## src/rtl/test_pkt_pkg.sv

```systemverilog
// Shared types and constants for the PairHMM packet test harness.
package test_pkt_pkg;

  localparam int READ_LEN    = 6;
  localparam int HAP_LEN     = 8;
  localparam int DEF_MATCH_W = 1;
  localparam int CALC_LEN    = READ_LEN + HAP_LEN - 1;

  // Feedback mask for the shift-right Fibonacci form of taps 16,14,13,11
  localparam logic [15:0] LFSR_TAPS = 16'h002D;

  typedef logic [1:0] base_t;

  typedef struct packed {
    base_t [READ_LEN-1:0] rd;
    base_t [HAP_LEN-1:0]  hp;
  } pkt_t;

  typedef enum logic [1:0] {IDLE, CALC, DONE} state_t;

  function automatic logic [15:0] lfsr_next(input logic [15:0] s);
    return {^(s & LFSR_TAPS), s[15:1]};
  endfunction

endpackage

```

## src/rtl/test_pkt_if.sv

```systemverilog
// Packet handshake between the sequencer and the compute core.
interface test_pkt_if;
  import test_pkt_pkg::*;

  logic pkt_vld;
  logic pkt_rdy;
  pkt_t pkt_dat;

  modport master (output pkt_vld, output pkt_dat, input pkt_rdy);
  modport slave  (input pkt_vld, input pkt_dat, output pkt_rdy);
endinterface

```

## src/rtl/test_pkt_matrix.sv

```systemverilog
// 6-PE anti-diagonal scorer: 13 CALC cycles + 1 DONE cycle, sum_vld pulses in DONE.
// Accepts a packet only in IDLE (pkt_rdy), giving one packet every 15 cycles.
module matrix_6
  import test_pkt_pkg::*;
#(
  parameter int MATCH_W = DEF_MATCH_W
) (
  input  logic        sys_clk,
  input  logic        sys_rst_n,
  test_pkt_if.slave   pkt,
  output logic [63:0] sum,
  output logic        sum_vld
);
  localparam int VW = 16;
  localparam int HW = $clog2(HAP_LEN);

  state_t        state, state_nxt;
  logic [3:0]    step;
  pkt_t          pkt_q;
  logic [63:0]   acc;
  logic          rdy;
  logic [VW-1:0] cur [READ_LEN];
  logic [VW-1:0] prv [READ_LEN];
  logic [VW-1:0] nb  [READ_LEN];
  logic [VW-1:0] val [READ_LEN];

  always_ff @(posedge sys_clk or negedge sys_rst_n) begin
    if (!sys_rst_n) state <= IDLE;
    else            state <= state_nxt;
  end

  always_comb begin
    state_nxt = state;
    case (state)
      IDLE:    if (pkt.pkt_vld) state_nxt = CALC;
      CALC:    if (step == 4'(CALC_LEN - 1)) state_nxt = DONE;
      DONE:    state_nxt = IDLE;
      default: state_nxt = IDLE;
    endcase
  end

  always_comb begin
    rdy     = (state == IDLE);
    sum_vld = (state == DONE);
  end

  assign pkt.pkt_rdy = rdy;

  // Diagonal neighbour D[i-1][j-1] was produced by PE i-1 two steps ago
  always_comb begin
    nb[0] = '0;
    for (int i = 1; i < READ_LEN; i++) nb[i] = prv[i-1];
  end

  always_comb begin
    int j;
    j = 0;
    for (int i = 0; i < READ_LEN; i++) begin
      j      = int'(step) - i;
      val[i] = '0;
      if (j >= 0 && j < HAP_LEN) begin
        val[i] = nb[i];
        if (pkt_q.rd[i] == pkt_q.hp[HW'(j)]) val[i] = nb[i] + VW'(MATCH_W);
      end
    end
  end

  always_ff @(posedge sys_clk or negedge sys_rst_n) begin
    if (!sys_rst_n) begin
      pkt_q <= '0;
      step  <= '0;
      acc   <= '0;
      sum   <= '0;
      for (int i = 0; i < READ_LEN; i++) begin
        cur[i] <= '0;
        prv[i] <= '0;
      end
    end else begin
      case (state)
        IDLE: if (pkt.pkt_vld) begin
          pkt_q <= pkt.pkt_dat;
          step  <= '0;
          acc   <= '0;
          for (int i = 0; i < READ_LEN; i++) begin
            cur[i] <= '0;
            prv[i] <= '0;
          end
        end
        CALC: begin
          step <= step + 4'd1;
          for (int i = 0; i < READ_LEN; i++) begin
            prv[i] <= cur[i];
            cur[i] <= val[i];
          end
          // Last row is zero outside its active steps, so it can be summed every step
          acc <= acc + 64'(val[READ_LEN-1]);
          if (step == 4'(CALC_LEN - 1)) sum <= acc + 64'(val[READ_LEN-1]);
        end
        default: ;
      endcase
    end
  end

endmodule

```

## src/flat_wrapper.sv

```systemverilog
// flat-port wrapper written by rule: the top's interface ports become plain ports
module matrix_6_flat import test_pkt_pkg::*;
#(
  parameter int MATCH_W = DEF_MATCH_W
)
  (sys_clk, sys_rst_n, sum, sum_vld, pkt_pkt_vld, pkt_pkt_dat, pkt_pkt_rdy);
  test_pkt_if pkt_i ();
  input  logic sys_clk;
  input  logic sys_rst_n;
  output logic [63:0] sum;
  output logic sum_vld;
  input wire logic [$bits(pkt_i.pkt_vld)-1:0] pkt_pkt_vld;
  input wire logic [$bits(pkt_i.pkt_dat)-1:0] pkt_pkt_dat;
  output wire logic [$bits(pkt_i.pkt_rdy)-1:0] pkt_pkt_rdy;
  assign pkt_i.pkt_vld = pkt_pkt_vld;
  assign pkt_i.pkt_dat = pkt_pkt_dat;
  assign pkt_pkt_rdy = pkt_i.pkt_rdy;
  matrix_6 #(.MATCH_W(MATCH_W)) u_core (.sys_clk(sys_clk), .sys_rst_n(sys_rst_n), .pkt(pkt_i), .sum(sum), .sum_vld(sum_vld));
endmodule
```

## config.mk

```make
export PLATFORM = sky130hd
export DESIGN_NAME = matrix_6_flat
export DESIGN_NICKNAME = d
export VERILOG_FILES = /design/src/rtl/test_pkt_pkg.sv /design/src/rtl/test_pkt_if.sv /design/src/rtl/test_pkt_matrix.sv /design/src/flat_wrapper.sv
export SDC_FILE = /design/constraint.sdc
export NUM_CORES = 1
export LEC_CHECK = 0
export CORE_AREA = 2 2 215 175
export DETAILED_ROUTE_END_ITERATION = 8
export DIE_AREA = 0 0 217 177
export GPL_TIMING_DRIVEN = 0
export SYNTH_ARGS = -nofsm -noshare
export SYNTH_HDL_FRONTEND = slang
export SYNTH_SLANG_ARGS = --single-unit
```

## constraint.sdc

```tcl
create_clock -name sys_clk -period 6.93 [get_ports sys_clk]
set_clock_uncertainty 0.05 [all_clocks]
set_input_delay 2.079 -clock sys_clk [delete_from_list [all_inputs] [get_ports sys_clk]]
set_output_delay 2.079 -clock sys_clk [all_outputs]
set_load 0.02 [all_outputs]
```

==> qor.txt <==
status: finished clean
register area share after synthesis: 44.7%
Post-DP HPWL: 23200 microns
CTS clk-pin slew, worst paths: 70 ps
peak supply drop: 0.205 mV
vias in the first global route: 9048
PortBufs: 96
worst hold path depth: 2
period utilization: 86.1%
core box area: 0.0364 sq mm
post-synthesis cell type count: 67
antenna-violating nets left: 0
Pwr Total: 4.99 mW
H-tree level count: 4
Fin Setup TNS: 0 ps
Syn Std Cell Area: 0.0108 sq mm
Pint: 2.81 mW
Setup CP Type: register to register
die area: 0.0384 sq mm
switching power: 2.18 mW
max-slew violation count: 0
post-route cell area: 0.0129 sq mm
grt ovf: 0
Synth Flop Type: dfrtp_1
total track usage: 17.4%
#FFs+latches synth: 192
Async SR Flop Fraction: 100%
leakage: 5.38 nW
proportion of power drawn by the clock network: 19.4%
Slew HR: 25.7%
hold violation count in the final report: 0
Starting DRT DRC Count: 835
final net count: 1352
Fin Hold WS: 428 ps
share of layout cells above drive strength 1: 7.17%
Net Sw Frac: 43.6%
element type at the critical path end: register
HP Class: register to register
drt drc: 0
Reg area: 0.00480 sq mm
CP required: 7240 ps
RSZ-0062 raised after global routing: false
hold path start: u_core.sum[28]$_DFFE_PN0P_
# IOs: 97
first-pass GRT wire length: 51800 microns
largest cells by area after synthesis: dfrtp_1 45%, nand2_1 8.9%, o21ai_0 6.6%, xnor2_1 4.2%, mux4_2 3.3%
Hold EP: u_core.sum[28]$_DFFE_PN0P_
cts repair resizes: 0
largest net degree at the start of global routing: 117
worst slew pin tran: 1110 ps
Syn Area/Cell: 9.10 sq um
starting density of the core: 29.5%
CP Data Arrival Time: 6280 ps
die width: 217 microns
Power Dens Cells: 386 mW/mm^2
initial antenna violation count: 0
Synth Net Count: 1236
R2R depth: 18
post-synth top area share: 44.7%
Root Driver: clkbuf_16
Cell Rows: 63
Max Cap Viol: 0
via count: 9362
Final setup viols: 0
routed len/inst: 18.3 microns
Die Height: 177 microns
fillcell total: 3762
Mapped Cells: 1182
area leader, netlist: dfrtp_1
Area growth, synth to finish: 20.0%
most frequent cells in the layout: 254 x nand2_1, 192 x dfrtp_1, 142 x o21ai_0, 95 x clkdlybuf4s50_1, 57 x clkbuf_1
placed cell area: 0.0124 sq mm
placer congestion estimate: 0.922
DRT Pass-1 Iters: 5
# Post-CTS Setup Buffers: 0
Post-CTS Hold Buffers: 0
multi-input logic area: 0.00550 sq mm
commonest non-fill, non-tap cell in the layout: nand2_1
Worst R2R Start: u_core.step[0]$_DFFE_PN0P_
synth warn: 0
R2R Setup Slk: 970 ps
fin crit period: 5960 ps
Vias per Instance: 5.21
Worst Path Max Fanout: 10
sequential power share: 32.8%
combinational share of power: 47.8%
R2R Path End: u_core.acc[60]$_DFFE_PN0P_
ant diodes: 0
total CTS buffers: 17
CTS sink count: 192
Clock Tree Buf Depth: 2
CTS tree: done
Critical Path Start Type: register
Routed WL: 32900 microns
FMAX: 168 MHz
clk_lat worst skew: 450 ps
Post-synth EDFFs: 0
power by group through the flow:
stage / Clock (mW) / Combinational [mW] / Sequential (mW)
after floorplan: 0 / 1.42 / 1.72
after global placement: 0 / 2.33 / 1.65
after detailed placement: 0 / 2.38 / 1.65
after CTS: 0.988 / 2.39 / 1.63
after global routing: 1.03 / 2.61 / 1.68
final: 0.970 / 2.38 / 1.64
per-layer routing:
metal	up-vias	track usage [%]	wire, microns
met5	-	0	0
met2	324	26.8	14700
li1	4399	-	-
met3	50	3.13	2090
met1	4589	25.1	15400
met4	0	5.02	648
stage by stage:
step                      cells  utilization (%)  setup WS (ps)
final                      1798             35.5            966
after global placement     1765             33.9          -4700
after CTS                  1798             35.5            952
after floorplan            1182                -           2090
after detailed placement   1766             33.9           1040
after global routing       1798             35.5            477
critical path, stage by stage, from the launching register on:
cell      delay [ps]
dfrtp_1          480
buf_4            240
buf_1            400
inv_1             90
ha_1             350
clkbuf_1         350
mux4_2           390
mux2i_1          170
xnor2_1          190
nor3_2           340
nand2_1           90
nor4_1           390
ha_1             210
nand3_1          120
o221ai_1         780
nand2_1          160
or4_4            620
or3_1            340
o21ai_1          100
how the worst max path moves through the flow:
stage / startpoint / end / cells past startpoint
finish: u_core.step[0]$_DFFE_PN0P_ / u_core.acc[60]$_DFFE_PN0P_ / 18
global route: u_core.step[0]$_DFFE_PN0P_ / u_core.acc[38]$_DFFE_PN0P_ / 19
CTS: u_core.step[0]$_DFFE_PN0P_ / u_core.acc[60]$_DFFE_PN0P_ / 18
detailed placement: u_core.step[0]$_DFFE_PN0P_ / u_core.acc[60]$_DFFE_PN0P_ / 18
global placement: sys_rst_n / u_core.pkt_q[26]$_DFFE_PN0P_ / 1
floorplan: u_core.step[0]$_DFFE_PN0P_ / u_core.sum[48]$_DFFE_PN0P_ / 18
cells in the mapped netlist (4+ instances only):
cell type    n
xor2_1      33
nor3_1      13
nor4_1      16
o21ai_0    142
nand3b_1     5
o21ai_1      5
nand2_1    254
dfrtp_1    192
mux4_2      16
nor3b_1     11
a21oi_1     32
a21o_1       6
nand4_1     34
and2_1      10
buf_2       13
clkbuf_1    57
mux2i_1     23
inv_1       27
buf_1        5
xnor2_1     51
nor2_1      29
and3_1      17
and4_1       8
buf_4        4
ha_1        22
nand3_1     35
a31oi_1     27
o31ai_1     24
or3_1       14
state kept, by name (all words and copies together), names as in the netlist:
signal	flops
u_core.state	2
u_core.pkt_q	28
u_core.cur	15
u_core.sum	64
u_core.nb	15
u_core.step	4
u_core.acc	64
final cells by class:
cell class,count,share of cell area (%)
Clock buffer,19,3.51
Multi-Input combinational cell,881,42.6
Clock inverter,13,0.785
Buffer,81,2.71
Timing Repair Buffer,97,7.69
Tap cell,487,4.72
Inverter,28,0.814
Sequential cell,192,37.2
cells by family after synthesis:
logic type	synth area share, %
AO/OA/AOI/OAI	14.0
XOR/XNOR	7.09
adder cells (fa/ha/maj)	2.74
buffers and inverters	4.23
flip-flops	44.7
multiplexers	5.80
AND/OR/NAND/NOR	21.5
Power figures use the tool's default switching activity.
